<file path="config.mk">
export PLATFORM = sky130hd
export DESIGN_NAME = ram0_rr_arbiter
export DESIGN_NICKNAME = d
export VERILOG_FILES = /design/src/rtl/ram0_rr_arbiter.sv
export SDC_FILE = /design/constraint.sdc
export NUM_CORES = 1
export LEC_CHECK = 0
export ABC_AREA = 1
export CORE_AREA = 2 2 100 102
export DETAILED_ROUTE_END_ITERATION = 10
export DIE_AREA = 0 0 102 104
export DONT_BUFFER_PORTS = 1
export PLACE_DENSITY = 0.5
export SYNTH_ARGS = -nofsm -noshare
export SYNTH_HDL_FRONTEND = slang
export SYNTH_SLANG_ARGS = --single-unit
</file>
<file path="constraint.sdc">
create_clock -name clk -period 3.1 [get_ports clk]
set_input_delay 0.465 -clock clk [delete_from_list [all_inputs] [get_ports clk]]
set_output_delay 0.465 -clock clk [all_outputs]
set_load 0.005 [all_outputs]
</file>
<file path="src/rtl/ram0_rr_arbiter.sv">
// rtl/ram0_rr_arbiter.sv - two-master round-robin arbiter in front of the single-port on-chip RAM
module ram0_rr_arbiter #(
  parameter int ADDR_W    = 14,
  parameter int DATA_W    = 32,
  parameter int NUM_WORDS = 10000
) (
  input  logic                  clk,
  input  logic                  reset,
  input  logic                  freeze,
  input  logic [ADDR_W-1:0]     m0_address,
  input  logic [DATA_W/8-1:0]   m0_byteenable,
  input  logic                  m0_read,
  input  logic                  m0_write,
  input  logic [DATA_W-1:0]     m0_writedata,
  output logic                  m0_waitrequest,
  output logic [DATA_W-1:0]     m0_readdata,
  output logic                  m0_readdatavalid,
  input  logic [ADDR_W-1:0]     m1_address,
  input  logic [DATA_W/8-1:0]   m1_byteenable,
  input  logic                  m1_read,
  input  logic                  m1_write,
  input  logic [DATA_W-1:0]     m1_writedata,
  output logic                  m1_waitrequest,
  output logic [DATA_W-1:0]     m1_readdata,
  output logic                  m1_readdatavalid,
  output logic [ADDR_W-1:0]     ram_address,
  output logic [DATA_W/8-1:0]   ram_byteenable,
  output logic                  ram_chipselect,
  output logic                  ram_write,
  output logic [DATA_W-1:0]     ram_writedata,
  output logic                  ram_clken,
  input  logic [DATA_W-1:0]     ram_readdata,
  output logic                  oor_error
);

  localparam int BE_W = DATA_W / 8;

  logic              req0, req1;
  logic              gnt0, gnt1, any_gnt;
  logic              last_grant;
  logic              sel_write, sel_in_range;
  logic [ADDR_W-1:0] sel_addr, addr_q;
  logic [BE_W-1:0]   sel_be, be_q;
  logic [DATA_W-1:0] sel_wdata, wdata_q;
  logic              rv0, rv1, rd_oor;

  // Round-robin grant: a lone requester wins, a conflict goes to the master not served last.
  always_comb begin
    req0 = m0_read | m0_write;
    req1 = m1_read | m1_write;
    gnt0 = 1'b0;
    gnt1 = 1'b0;
    if (!reset && !freeze) begin
      gnt0 = req0 & (~req1 | last_grant);
      gnt1 = req1 & (~req0 | ~last_grant);
    end
    any_gnt = gnt0 | gnt1;
  end

  // Steer the winner's command to the RAM; out-of-range commands never reach chipselect.
  always_comb begin
    sel_addr     = gnt1 ? m1_address    : m0_address;
    sel_be       = gnt1 ? m1_byteenable : m0_byteenable;
    sel_wdata    = gnt1 ? m1_writedata  : m0_writedata;
    sel_write    = gnt1 ? m1_write      : m0_write;
    sel_in_range = 32'(sel_addr) < 32'(NUM_WORDS);

    m0_waitrequest = ~gnt0;
    m1_waitrequest = ~gnt1;
    ram_address    = any_gnt ? sel_addr  : addr_q;
    ram_byteenable = any_gnt ? sel_be    : be_q;
    ram_writedata  = any_gnt ? sel_wdata : wdata_q;
    ram_chipselect = any_gnt & sel_in_range;
    ram_write      = any_gnt & sel_write;
    ram_clken      = ~reset;
  end

  // Read return path: one-cycle strobe, out-of-range reads return zero.
  always_comb begin
    m0_readdatavalid = rv0;
    m1_readdatavalid = rv1;
    m0_readdata      = (rv0 && !rd_oor) ? ram_readdata : '0;
    m1_readdata      = (rv1 && !rd_oor) ? ram_readdata : '0;
  end

  // Arbitration history, RAM-port hold registers, read pipeline and sticky range error.
  always_ff @(posedge clk or posedge reset) begin
    if (reset) begin
      last_grant <= 1'b1;
      addr_q     <= '0;
      be_q       <= '0;
      wdata_q    <= '0;
      rv0        <= 1'b0;
      rv1        <= 1'b0;
      rd_oor     <= 1'b0;
      oor_error  <= 1'b0;
    end else begin
      rv0    <= gnt0 & ~m0_write;
      rv1    <= gnt1 & ~m1_write;
      rd_oor <= any_gnt & ~sel_in_range;
      if (any_gnt) begin
        last_grant <= gnt1;
        addr_q     <= sel_addr;
        be_q       <= sel_be;
        wdata_q    <= sel_wdata;
        if (!sel_in_range) begin
          oor_error <= 1'b1;
        end
      end
    end
  end

endmodule

</file>
Yosys cells after proc, flatten, opt, wreduce, memory -nomap -nowiden
Cells that the tools add are included.
Storage, ports and cells
  register bits after elaboration: 55
  input port bits: 139
  word-level logic and storage cells: 48
Cells by class
  magnitude comparators: 1
  muxes and demuxes: 11
  bitwise operators: 21
  reduce and logical (&&, ||, !) cells: 7
Operator list (number)
  $mux 32: 4
  $mux 14: 2
  $lt 14x14->1 const B: 1
  $not 1->1: 9
  $mux 4: 2
  $and 1x1->1: 7
  $or 1x1->1: 5
  $logic_and 1x1->1: 3
  $logic_not 1->1: 3
  $mux 1: 3
  $reduce_and 2->1: 1

Depth between registers and ports, before layout
Gate-level depths: netlist (run 1).
  depth in word-level cells: 9
  mapped depth: 14
  mapped depth without buffers: 13

Least setup slack after synthesis (run 1)
Ideal clock, no wire load.
  path type: in2out
  start: input reset
  end: output ram_chipselect
  data arrival time: 2.197 ns
  data required time: 2.635 ns
  setup slack: 0.438 ns
  stages: 12
  buffers on the path: 1
  cells stage by stage: inv_2 > nand2_2 > nor2_4 > nand2_2 > buf_4 > nand2_1 > nand2_1 > nor2_1 > nor2_1 > nand3_1 > nand2_2 > nor2_1
On the way
  cells in the longest elaborated chain, start to end: 6
  elaborated cells on any way between the ends: 8
RTL lines
  start, declared: RTL line 8  | input logic reset,
  $logic_not 1->1 (no line) *
  $logic_and 1x1->1 *: RTL line 53  | if (!reset && !freeze) begin
  $mux 1: RTL line 53
  $mux 14: RTL line 62  | sel_addr = gnt1 ? m1_address : m0_address;
  $lt 14x14->1: RTL line 66  | sel_in_range = 32'(sel_addr) < 32'(NUM_WORDS);
  $and 1x1->1 *: RTL line 73  | ram_chipselect = any_gnt & sel_in_range;
  end, declared: RTL line 28  | output logic ram_chipselect,
Mark *: on every way between the ends. The rest lies on a longest branch, timed or not.

Worst setup path in the final report (run 1)
  start: register last_grant
  end: output ram_writedata[21]
On the way
  cells in the longest elaborated chain, start to end: 6
  elaborated cells on any way between the ends: 10
RTL lines
  start, declared: RTL line 40  | logic last_grant;
  start signal, assigned: RTL line 102  | last_grant <= gnt1;
  $not 1->1: RTL line 55  | gnt1 = req1 & (~req0 | ~last_grant);
  $or 1x1->1: RTL line 55
  $and 1x1->1: RTL line 55
  $mux 1: RTL line 53
  $mux 32 / $or 1x1->1 (equally long branches): RTL line 64, 57
  $mux 32 *
  end, declared: RTL line 30  | output logic [DATA_W-1:0] ram_writedata,
Marks and branches as above.

==> out/qor.yml, run 1 <==
status: "finished, final reports clean"
slew_headroom_pct: 35.05
cp_slowest_cell: "dfstp_2"
die_area_um2: 10610
ys_seq_area_share_pct: 44.56
clk_pin_slew_ns: 0.10
crit_path_end_kind: "output port"
min_path_type: "input port to asynchronous set/reset pin"
start_kind: "flop"
tns_ns: 0
crit_type: "flop to output port"
ys_top_cells_by_area: "dfrtp_1 44%, nand2_1 15%, nor2_1 14%"
synth-edff-count: 0
via_per_inst: 4.988
ir_drop_v: 0.0003169
fin_skew_ns: 0.005193
post_cts_buffers: 0
setup_ws_ns: 0.4332
slowest_delay_ns: 0.56
clock-sinks: 55
clock_latency_ns: 0.31
synthTopCellsByCount: "127 x nand2_1, 116 x nor2_1, 54 x dfrtp_1"
cts_resized: 0
rsz0062_at_grt: "false"
power_mw: 1.748
grt_use_total_pct: 17.46
clockRootBuffer: "clkbuf_8"
cts_hold_buf: 0
synth_fp_nets: 592
fp.coreArea_um2: 9549
drt_iter0_drc: 175
crit_arrival_ns: 2.20
fin_area_um2: 3296
start_util_pct: 32.38
grt_pass1_vias: 2749
fp-row-count: 36
async_flop_share_pct: 100.0
cts_max_level: 2
ioPinCount: 261
synth_area_leader_cell: "dfrtp_1"
drc: 0
dp_hpwl_mm: 7.596
holdWs_ns: 0.1153
drt-total-wl_mm: 9.704
avgSynthCellArea_um2: 6.825
place_ws_ns: 0.7008
wire_per_inst_um: 16.94
grt_pass1_wl_mm: 14.19
cap_violations: 0
crit_fanout: 40
synth_ff_type: "dfrtp_1"
grt_max_degree: 58
placed_area_um2: 3189
min_period_over_period_pct: 86.03
numCtsBuffers: 5
p_leak_nw: 1.653
clk_path_buf_depth: 2
synth_cell_types: 19
diodes: 0
gp_congestion: 0.7909
worst_pin_slew_ns: 0.9718
io_buffers: 0
yosysMostFrequentCell: "nand2_1"
finalHoldViolations: 0
syn_to_final_growth_pct: 6.597
path_depth: 5
fin_crit_ns: 2.667
synth.top_cell.area_share_pct: 43.71
synth_area_um2: 3092
path_cells: "o21ai_2 -> nand2_2 -> buf_4 -> nand2_1 -> a31oi_1"
cp_top_family: "flip-flops"
dr_total_vias: 2858
setup_viol: 0
die_y_um: 104
antenna_found_initial: 0
powerDensity_nw_per_um2: 530.3
reg2reg_depth: 5
final_layout_size_suffix_gt1_share_pct: 7.500
die_x_um: 102
nets: 579
fmax_ghz: 0.3750
path_buf_inv: 1
ant_nets: 0
grt.overflow.total: 0
yosysWarningCount: 0
worstPathRequired_ns: 2.63
synth_seq_cells: 55
drv_slew: 0
nFillCells: 1052
cts_tree: "built"
first_pass_iters: 4
netlist_instances: 453
-- final timing paths --
check                      startpoint                end  slack (ns)
max                        last_grant  ram_writedata[21]        0.43
min                             reset         wdata_q[0]        0.12
max reg2reg                last_grant        wdata_q[21]        1.07
min reg2reg                last_grant         last_grant        0.54
max in group asynchronous       reset         last_grant        2.19
min in group clk             m0_write   m0_readdatavalid        0.21
-- per-layer routing --
metal  track usage, %  vias up  routed length [um]
met4            5.905        0                 195
li1                 -     1362                   -
met2            32.57      174                5039
met5                0        -                   0
met1            18.58     1309                3587
met3            4.503       13                 882
-- flip-flops by register name, summed over array words and instances (netlist names) --
register,cells
wdata_q,32
addr_q,14
be_q,4
last_grant,1
m0_readdatavalid,1
m1_readdatavalid,1
oor_error,1
rd_oor,1
-- cell families (layout without fill, tap and decap cells) --
logic type	Yosys count	in the layout	share of synthesized area [%]
simple gates	262	262	33.75
buf+inv	82	69	11.01
flops	55	55	44.56
compound gates	54	54	10.68
-- cell type report --
type,instances,area [um2],area share [%]
Timing Repair Buffer,7,65.06,1.974
Sequential cell,55,1378,41.80
Clock buffer,5,68.82,2.088
Multi-Input combinational cell,316,1374,41.69
Tap cell,133,166.4,5.049
Inverter,55,206.4,6.264
Clock inverter,2,37.54,1.139
-- cell usage in the layout, fill, tap and decap left out --
cell type	instances
nand2_2	6
nor2_2	4
nor3_1	1
a31oi_1	42
nand2_1	127
o21ai_0	10
inv_1	52
nand3b_1	2
inv_2	3
buf_12	1
dfstp_2	1
clkinvlp_4	1
bufinv_16	1
o21ai_2	2
dfrtp_1	54
nor2_4	3
nand3_1	3
buf_4	6
nor2_1	116
clkbuf_8	5
-- where the power goes --
group | total (mW) | leakage [nW] | internal [mW] | switching, mW
Sequential | 0.870 | 0.625 | 0.837 | 0.0325
Clock | 0.481 | 0.0502 | 0.237 | 0.244
Combinational | 0.397 | 0.978 | 0.117 | 0.281
-- per-stage QoR --
step                      std cells  util (%)
final                           573     34.51
after global routing            573     34.51
after CTS                       573     34.51
after detailed placement        566     33.40
after global placement          566     33.40
after floorplan                 453         -
Power figures use the tool's default switching activity.
==> run 2: changes to the inputs <==
--- a/config.mk
+++ b/config.mk
@@ -10,7 +10,9 @@
 export DETAILED_ROUTE_END_ITERATION = 10
 export DIE_AREA = 0 0 102 104
 export DONT_BUFFER_PORTS = 1
+export HOLD_SLACK_MARGIN = 0.03
 export PLACE_DENSITY = 0.5
+export RECOVER_POWER = 25
 export SYNTH_ARGS = -nofsm -noshare
 export SYNTH_HDL_FRONTEND = slang
 export SYNTH_SLANG_ARGS = --single-unit
==> out/qor.yml, run 2 (synthesis results as in run 1) <==
status: "finished, final reports clean"
diodes: 0  # unchanged
hold_end: "m0_readdatavalid"
crit_fanout: 40  # unchanged
grt.overflow.total: 0  # unchanged
drt_iter0_drc: 176  # +0.57%
worst_pin_slew_ns: 1.180  # +0.2086 ns
grt_pass1_vias: 2749  # unchanged
rsz0062_at_grt: "false"
io_buffers: 0  # unchanged
fin_area_um2: 3287  # -0.27%
cts_tree: "built"
cts_resized: 0  # unchanged
crit_path_end_kind: "output port"
ff_latch_area_um2: 1378  # unchanged
clock_latency_ns: 0.31  # about the same
top_regs: "wdata_q: 32 flops, addr_q: 14 flops, be_q: 4 flops"
placed_area_um2: 3189  # unchanged
dp_hpwl_mm: 7.596  # unchanged
via_per_inst: 4.986  # about the same
worst_r2r_startpoint: "last_grant"
finalHoldViolations: 0  # unchanged
start_kind: "flop"
grt_max_degree: 58  # unchanged
r2r-end: "wdata_q[21]"
cts_hold_buf: 0  # unchanged
path_cells: "o21ai_2 -> nand2_2 -> buf_4 -> nand2_1 -> a31oi_1"
min_from: "m0_write"
crit_type: "flop to output port"
min_path_cells: 1
syn_to_final_growth_pct: 6.313
clockRootBuffer: "clkbuf_8"
cts_max_level: 2  # unchanged
ioPinCount: 261  # unchanged
slowest_delay_ns: 0.56  # about the same
dr_total_vias: 2857  # -0.035%
final_util_pct: 34.42  # -0.092 points
clk_pin_slew_ns: 0.10  # about the same
clk_path_buf_depth: 2  # unchanged
die_x_um: 102  # unchanged
start_util_pct: 32.38  # unchanged
ir_drop_v: 0.0003157  # -0.37%
drv_slew: 0  # unchanged
nFillCells: 1054  # +0.19%
setup_viol: 0  # unchanged
multi_input_area_um2: 1371  # -0.18%
min_period_over_period_pct: 86.19  # +0.16 points
antenna_found_initial: 0  # unchanged
tns_ns: 0  # unchanged
fp.coreArea_um2: 9549  # unchanged
holdWs_ns: 0.2088  # +0.09350 ns
nets: 579  # unchanged
die_y_um: 104  # unchanged
top_register: "wdata_q"
clock-sinks: 55  # unchanged
mostFrequentLayoutCell: "nand2_1"
ant_nets: 0  # unchanged
grt_pass1_wl_mm: 14.19  # unchanged
final_layout_size_suffix_gt1_share_pct: 6.818  # -0.68 points
fin_skew_ns: 0.005620  # +0.0004272 ns
cp_slowest_cell: "dfstp_2"
die_area_um2: 10610  # unchanged
slew_headroom_pct: 21.30  # -14 points
drc: 0  # unchanged
cap_violations: 0  # unchanged
grt_use_total_pct: 17.46  # unchanged
fp-row-count: 36  # unchanged
fin_crit_ns: 2.672  # +0.005046 ns
fmax_ghz: 0.3743  # -0.19%
layout_common_cells: "127 x nand2_1, 117 x nor2_1, 54 x dfrtp_1, 53 x inv_1, 42 x a31oi_1"
rrSetupSlack_ns: 1.06  # about the same
powerDensity_nw_per_um2: 531.1  # +0.16%
wire_per_inst_um: 16.93  # about the same
worstPathRequired_ns: 2.63  # about the same
largest_register_ffs: 32  # unchanged
drt-total-wl_mm: 9.703  # about the same
numCtsBuffers: 5  # unchanged
min_path_type: "input port to flop"
first_pass_iters: 4  # unchanged
crit_arrival_ns: 2.21  # about the same
reg2reg_depth: 5  # unchanged
p_leak_nw: 1.650  # -0.18%
gp_congestion: 0.7909  # unchanged
post_cts_buffers: 0  # unchanged
## run 2: changes by cell type in the layout (fill, tap and decap cells not counted), sizes merged
cell / delta
buf: -2
clkbuf: +2
## run 2: worst max path at each step
stage                    start  slack [ns]           endpoint
floorplan                reset        0.44     ram_chipselect
global placement      m1_write        0.72  ram_writedata[21]
detailed placement    m1_write        0.70  ram_writedata[21]
CTS                 last_grant        0.43  ram_writedata[21]
global route        last_grant        0.31  ram_writedata[21]
finish              last_grant        0.43  ram_writedata[21]
## run 2: area by class of cell
cell class              instances  area share (%)
well taps                     133           5.063
repair buffers                  7           1.789
clock inverters                 2           1.142
clock buffers                   5           2.094
inverters                      55           6.281
multi-input cells             316           41.72
flip-flops and latches         55           41.91
## run 2: metal layers
metal / GRT usage [%] / routed length (um) / up-vias
met1: 18.58 / 3511 / 1305
met3: 4.503 / 929 / 14
met4: 5.905 / 194 / 0
met5: 0 / 0 / -
li1: - / - / 1359
met2: 32.57 / 5067 / 179
## run 2: worst max-delay path: cells and delay by family, from the launching register on
family	cells	cell delay [ns]
buffers and inverters	1	0.45
and+or+nand+nor	2	0.37
DFF	1	0.56
AOI/OAI and AO/OA	2	0.49
## run 2: metrics by stage
stage               std cells  setup WS [ns]  power [mW]
floorplan                 453         0.4381       1.196
global placement          566         0.7226       1.282
detailed placement        566         0.7008       1.290
CTS                       573         0.4267       1.776
global route              573         0.3054       1.864
finish                    573         0.4281       1.746
## run 2: power breakdown
part	total [mW]	leakage, nW	internal [mW]	switching [mW]
clock network	0.480	0.0502	0.237	0.243
registers	0.870	0.625	0.837	0.0325
logic	0.396	0.975	0.116	0.281
==> RTL change 1, RTL diff (flow settings as in run 2) <==
Set the parameter `ADDR_W` to 12 (it was 14).
--- a/src/rtl/ram0_rr_arbiter.sv
+++ b/src/rtl/ram0_rr_arbiter.sv
@@ -1,5 +1,5 @@
 // rtl/ram0_rr_arbiter.sv - two-master round-robin arbiter in front of the single-port on-chip RAM
 module ram0_rr_arbiter #(
-  parameter int ADDR_W    = 14,
+  parameter int ADDR_W    = 12,
   parameter int DATA_W    = 32,
   parameter int NUM_WORDS = 10000
Ports: changed (resized m0_address, m1_address and ram_address); port bits go from 261 to 255. No check against the original RTL was run, so the function may have changed too.
==> RTL change 1 against run 2 <==
- core utilization grew 3.7 points
- largest power group unchanged
- sequential cell count shrank 4
- critical endpoint is now ram_writedata[17]
- setup slack gained 0.24 ns
- count of clock-buffer cells in the layout is the same
- power grew 7.2%
- highest routed layer unchanged
- register-to-register slack gained 0.29 ns
- routed wire length grew 7.4%
- hold slack gained 0.0045 ns
- design area grew 11%
- synthesized area grew 13%
==> RTL change 1: results (changes against run 2) <==
Placed design
  – Dpl cells: 676 (was 566)
  – Port bufs: 0 (unchanged)
  – Area post-placement: 0.00356 mm^2 (was 0.00319 mm^2)
  – Placer congestion estimate: 0.723 (was 0.791)
  – Final HPWL DP: 7440 um (was 7600 um)

Final layout
  – Largest regs: wdata_q: 32 flops, addr_q: 12 flops, be_q: 4 flops (was wdata_q: 32 flops, addr_q: 14 flops, be_q: 4 flops)
  – Reg area: 0.00128 mm^2 (was 0.00138 mm^2)
  – Fill count: 1,048 (was 1,054)
  – Fraction of layout cells with a size suffix above 1: 3.63% (was 6.82%)
  – Final #Nets: 685 (was 579)

CTS
  – Post-CTS Hold Buffers: 0 (unchanged)
  – H-tree Lvls: 2 (unchanged)
  – # Post-CTS Setup Buffers: 0 (unchanged)
  – Num CTS Buffers: 5 (unchanged)
  – Clk_lat worst skew: 0.31 ns (about the same)
  – CTS Buffer Depth: 2 (unchanged)
  – Clock Root Buffer: clkbuf_8 (unchanged)

GRT
  – GR Util met1: 21.6% (was 18.6%)
  – Total Routing Usage GR: 18.6% (was 17.5%)
  – Largest net degree at the start of global routing: 101 (was 58)
  – M3 GR Usage: 4.70% (was 4.50%)
  – Vias in the first global route: 2,987 (was 2,749)
  – Met2 Resource Use GR: 34.0% (was 32.6%)
  – First-pass GRT wire length: 15,600 um (was 14,200 um)

Synth
  – Main synth FF type: dfrtp_1 (unchanged)
  – Top post-synthesis cells by area: dfrtp_1, nand3_1, inv_1 (was dfrtp_1, nand2_1, nor2_1)
  – Commonest cells in the netlist: inv_1, nand2_1, nand3_1 (was nand2_1, nor2_1, dfrtp_1)
  – Yosys Warn Count: 0 (unchanged)
  – Library cells used by synthesis: 16 (was 19)
  – Seq/Total Area, Yosys: 36.7% (was 44.6%)
  – Post-Syn Nets: 709 (was 592)
  – FFs w/ async S/R, synth: 100% (unchanged)
  – Syn Area/Cell: 6.07 um^2 (was 6.82 um^2)

Drt
  – DR WL met2: 5400 um (was 5070 um)
  – Metal-1 WL: 4150 um (was 3510 um)
  – Total Wirelength: 10,400 um (was 9700 um)
  – DRT Pass-1 Iters: 6 (was 4)
  – DR iter-0 viols: 194 (was 176)
  – Top layer reached by signal wires: met4 (unchanged)
  – Drt via density: 4.80 (was 4.99)
  – Via count: 3,283 (was 2,857)
  – Met3 wire length: 747 um (was 929 um)

STA
  – Slew @ Worst Pin: 1.34 ns (was 1.18 ns)
  – Clock Skew: 0.00963 ns (was 0.00562 ns)

Power and ir drop
  – Leakage power total: 2.57 nW (was 1.65 nW)
  – Max VDD drop: 0.296 mV (was 0.316 mV)
  – Internal power: 1.18 mW (was 1.19 mW)

Worst setup path
  – Top delay family on crit path: simple AND/OR/NAND/NOR gates (was flip-flops)
  – Crit path largest cell delay: 0.58 ns (was 0.56 ns)
  – Critical Path AT: 1.97 ns (was 2.21 ns)
  – CP max-delay cell: dfstp_1 (was dfstp_2)
  – Crit Path Max Fanout: 28 (was 40)

Status
  – Status: complete, no violations (unchanged)

Min path
  – Worst Hold Class: in -> reg (unchanged)
==> RTL change 1: final timing paths <==
path	start	end	slack (ns)	cells past startpoint
worst max-delay path	last_grant	ram_writedata[17]	0.67	7
worst min-delay path	m0_write	m0_readdatavalid	0.21	1
worst max register to register	last_grant	wdata_q[17]	1.35	7
worst min register to register	addr_q[7]	addr_q[7]	0.54	2
max in group asynchronous	reset	wdata_q[17]	1.77	2
min in group asynchronous	reset	addr_q[6]	0.52	2
==> RTL change 1: stage by stage <==
stage | total power, mW | hold WS (ns) | setup WS (ns)
after floorplan | 1.36 | 0.482 | 0.0839
after global placement | 1.50 | 0.520 | 0.959
after detailed placement | 1.50 | 0.521 | 0.924
after CTS | 1.90 | 0.201 | 0.666
after global routing | 2.02 | 0.199 | 0.485
final | 1.87 | 0.213 | 0.666
==> RTL change 1: power groups by stage <==
stage                     registers, mW  clock network [mW]  logic, mW
after detailed placement          0.924                   0      0.578
after global routing              0.931               0.438      0.649
after CTS                         0.912               0.410      0.580
after global placement            0.923                   0      0.574
after floorplan                   0.904                   0      0.456
final                             0.910               0.395      0.566
==> RTL change 1: kinds of logic (layout without fill, tap and decap cells) <==
group           after synthesis  after routing  share of synthesized area (%)
simple gates                317            317                           39.5
buf+inv                     202            179                           23.1
flops                        51             51                           36.7
compound gates                3              3                          0.539
other cells                   1              1                          0.108
==> RTL change 1: final cells by class <==
| type | instances | share of cell area, % |
|---|---|---|
| multi-input cells | 321 | 39.0 |
| repair buffers | 7 | 2.06 |
| clock buffers | 5 | 1.89 |
| inverters | 164 | 16.9 |
| well taps | 133 | 4.57 |
| flip-flops and latches | 51 | 35.1 |
| clock inverters | 3 | 0.515 |
==> RTL change 2, RTL diff (config.mk and constraints of run 2) <==
Made on the original files. Make the reset (`reset`) synchronous in one clocked block.
--- a/src/rtl/ram0_rr_arbiter.sv
+++ b/src/rtl/ram0_rr_arbiter.sv
@@ -85,5 +85,5 @@
 
   // Arbitration history, RAM-port hold registers, read pipeline and sticky range error.
-  always_ff @(posedge clk or posedge reset) begin
+  always_ff @(posedge clk) begin
     if (reset) begin
       last_grant <= 1'b1;
Behaviour: differs if reset is asserted again (counterexample within 4 cycles, from zero or initial values and one cycle with reset high); with reset held inactive, the same outputs for 10 cycles.
==> RTL change 2 against run 2 <==
- register-to-register slack improved by 0.22 ns
- die area unchanged
- design area increased by 14%
- routed wire length increased by 3.5%
- critical path type is now in -> out
- sequential cell count unchanged
- hold slack improved by 0.0016 ns
- synthesized area increased by 21%
- largest cell class is now multi-input combinational cells
- power decreased by 12%
- setup slack improved by 0.012 ns
==> RTL change 2: results (changes against run 2) <==
Synth
  – Multiplexer share of the synthesized area: 0% (unchanged)
  – Top post-synthesis cells by area: dfxtp_1, nand2_1, nor2_1 (was dfrtp_1, nand2_1, nor2_1)
  – Post-synthesis compound-gate area fraction: 11.4% (was 10.7%)
  – Seq/Total Area, Yosys: 29.5% (was 44.6%)
  – Commonest cells in the netlist: nand2_1, nor2_1, inv_1 (was nand2_1, nor2_1, dfrtp_1)
  – FFs w/ async S/R, synth: 0% (was 100%)
  – Main synth FF type: dfxtp_1 (was dfrtp_1)
  – Post-Syn Nets: 775 (was 592)
  – Library cells used by synthesis: 27 (was 19)

Worst setup path
  – Crit Path Max Fanout: 52 (was 40)
  – R2R setup slack: 1.28 ns (was 1.06 ns)
  – Critical Path AT: 2.19 ns (was 2.21 ns)
  – CP max-delay cell: nor2_1 (was dfstp_2)
  – Crit path largest cell delay: 0.39 ns (was 0.56 ns)

Status
  – Status: complete, no violations (unchanged)

STA
  – Clock Skew: 0.00990 ns (was 0.00562 ns)
  – Fin crit share: 85.8% (was 86.2%)
  – Slew @ Worst Pin: 0.944 ns (was 1.18 ns)

Power and ir drop
  – Max VDD drop: 0.156 mV (was 0.316 mV)
  – P_comb: 376 uW (was 396 uW)
  – Flop pwr share: 50.0% (was 49.8%)
  – Leakage power total: 1.99 nW (was 1.65 nW)
  – Seq. pwr: 768 uW (was 870 uW)
  – Internal power: 1.03 mW (was 1.19 mW)

GRT
  – First-pass GRT wire length: 15,300 um (was 14,200 um)
  – Vias in the first global route: 3,098 (was 2,749)
  – Largest net degree at the start of global routing: 55 (was 58)
  – Total Routing Usage GR: 18.2% (was 17.5%)

Drt
  – Routed len/inst: 13.4 um (was 16.9 um)
  – DR iter-0 viols: 145 (was 176)
  – Via count: 3,424 (was 2,857)
  – DRT Pass-1 Iters: 5 (was 4)

Placed design
  – Final HPWL DP: 7930 um (was 7600 um)
  – Post-Place Worst Slack: 0.694 ns (was 0.701 ns)
  – Placer congestion estimate: 0.814 (was 0.791)

Final layout
  – Fraction of layout cells with a size suffix above 1: 16.4% (was 6.82%)
  – Fill count: 1,110 (was 1,054)
  – Final #Nets: 753 (was 579)

Run
  – Max capacitance violation total: 0 (unchanged)
## RTL change 2: cell count changes in the layout (fill, tap and decap cells not counted), moves of 6 or more
cell     change
nand2_1     +85
dfxtp_1     +55
dfrtp_1     -54
inv_1       +44
a31oi_1     -42
inv_2       +39
o21ai_2     +34
a21oi_1      +7
nand3_1      +6
## RTL change 2: logic make-up (layout without fill, tap and decap cells)
logic type	count (synthesis)	in the layout
and+or+nand+nor	354	354
buffers and inverters	173	152
DFF	55	55
AOI/OAI and AO/OA	54	54
## RTL change 2: through the flow
stage | instances | hold WS, ns | cell area, um^2
5_1_grt | 748 | 0.191 | 3750
3_5_place_dp | 740 | 0.459 | 3700
4_1_cts | 748 | 0.194 | 3790
3_3_place_gp | 740 | 0.457 | 3700
6_report | 748 | 0.210 | 3750
2_1_floorplan | 636 | 0.446 | 3730
## RTL change 2: per-layer routing
layer  global-route usage, %  share of wire [%]  wire, um
met5                       0                  0         0
met4                    4.19                1.5       149
met3                    4.03                8.5       854
met2                    34.3                 51      5130
met1                    20.2                 39      3910
## RTL change 2: path summary, 6_finish.rpt
kind | start | end | cells after the start
worst min-delay path | reset | wdata_q[12] | 1
worst min register to register | addr_q[13] | addr_q[13] | 2
worst max register to register | last_grant | wdata_q[10] | 10
worst max-delay path | reset | ram_writedata[2] | 8
## RTL change 2: critical path, delay by kind of cell
kind | cells | cell delay [ns]
compound gates | 1 | 0.10
buf+inv | 3 | 0.80
simple gates | 4 | 0.80
## RTL change 2: cell type report
cell class,instances,share of cell area (%)
multi-input cells,408,48.8
flip-flops and latches,55,29.3
inverters,141,14.2
well taps,133,4.43
clock buffers,6,1.93
repair buffers,3,0.934
clock inverters,2,0.333
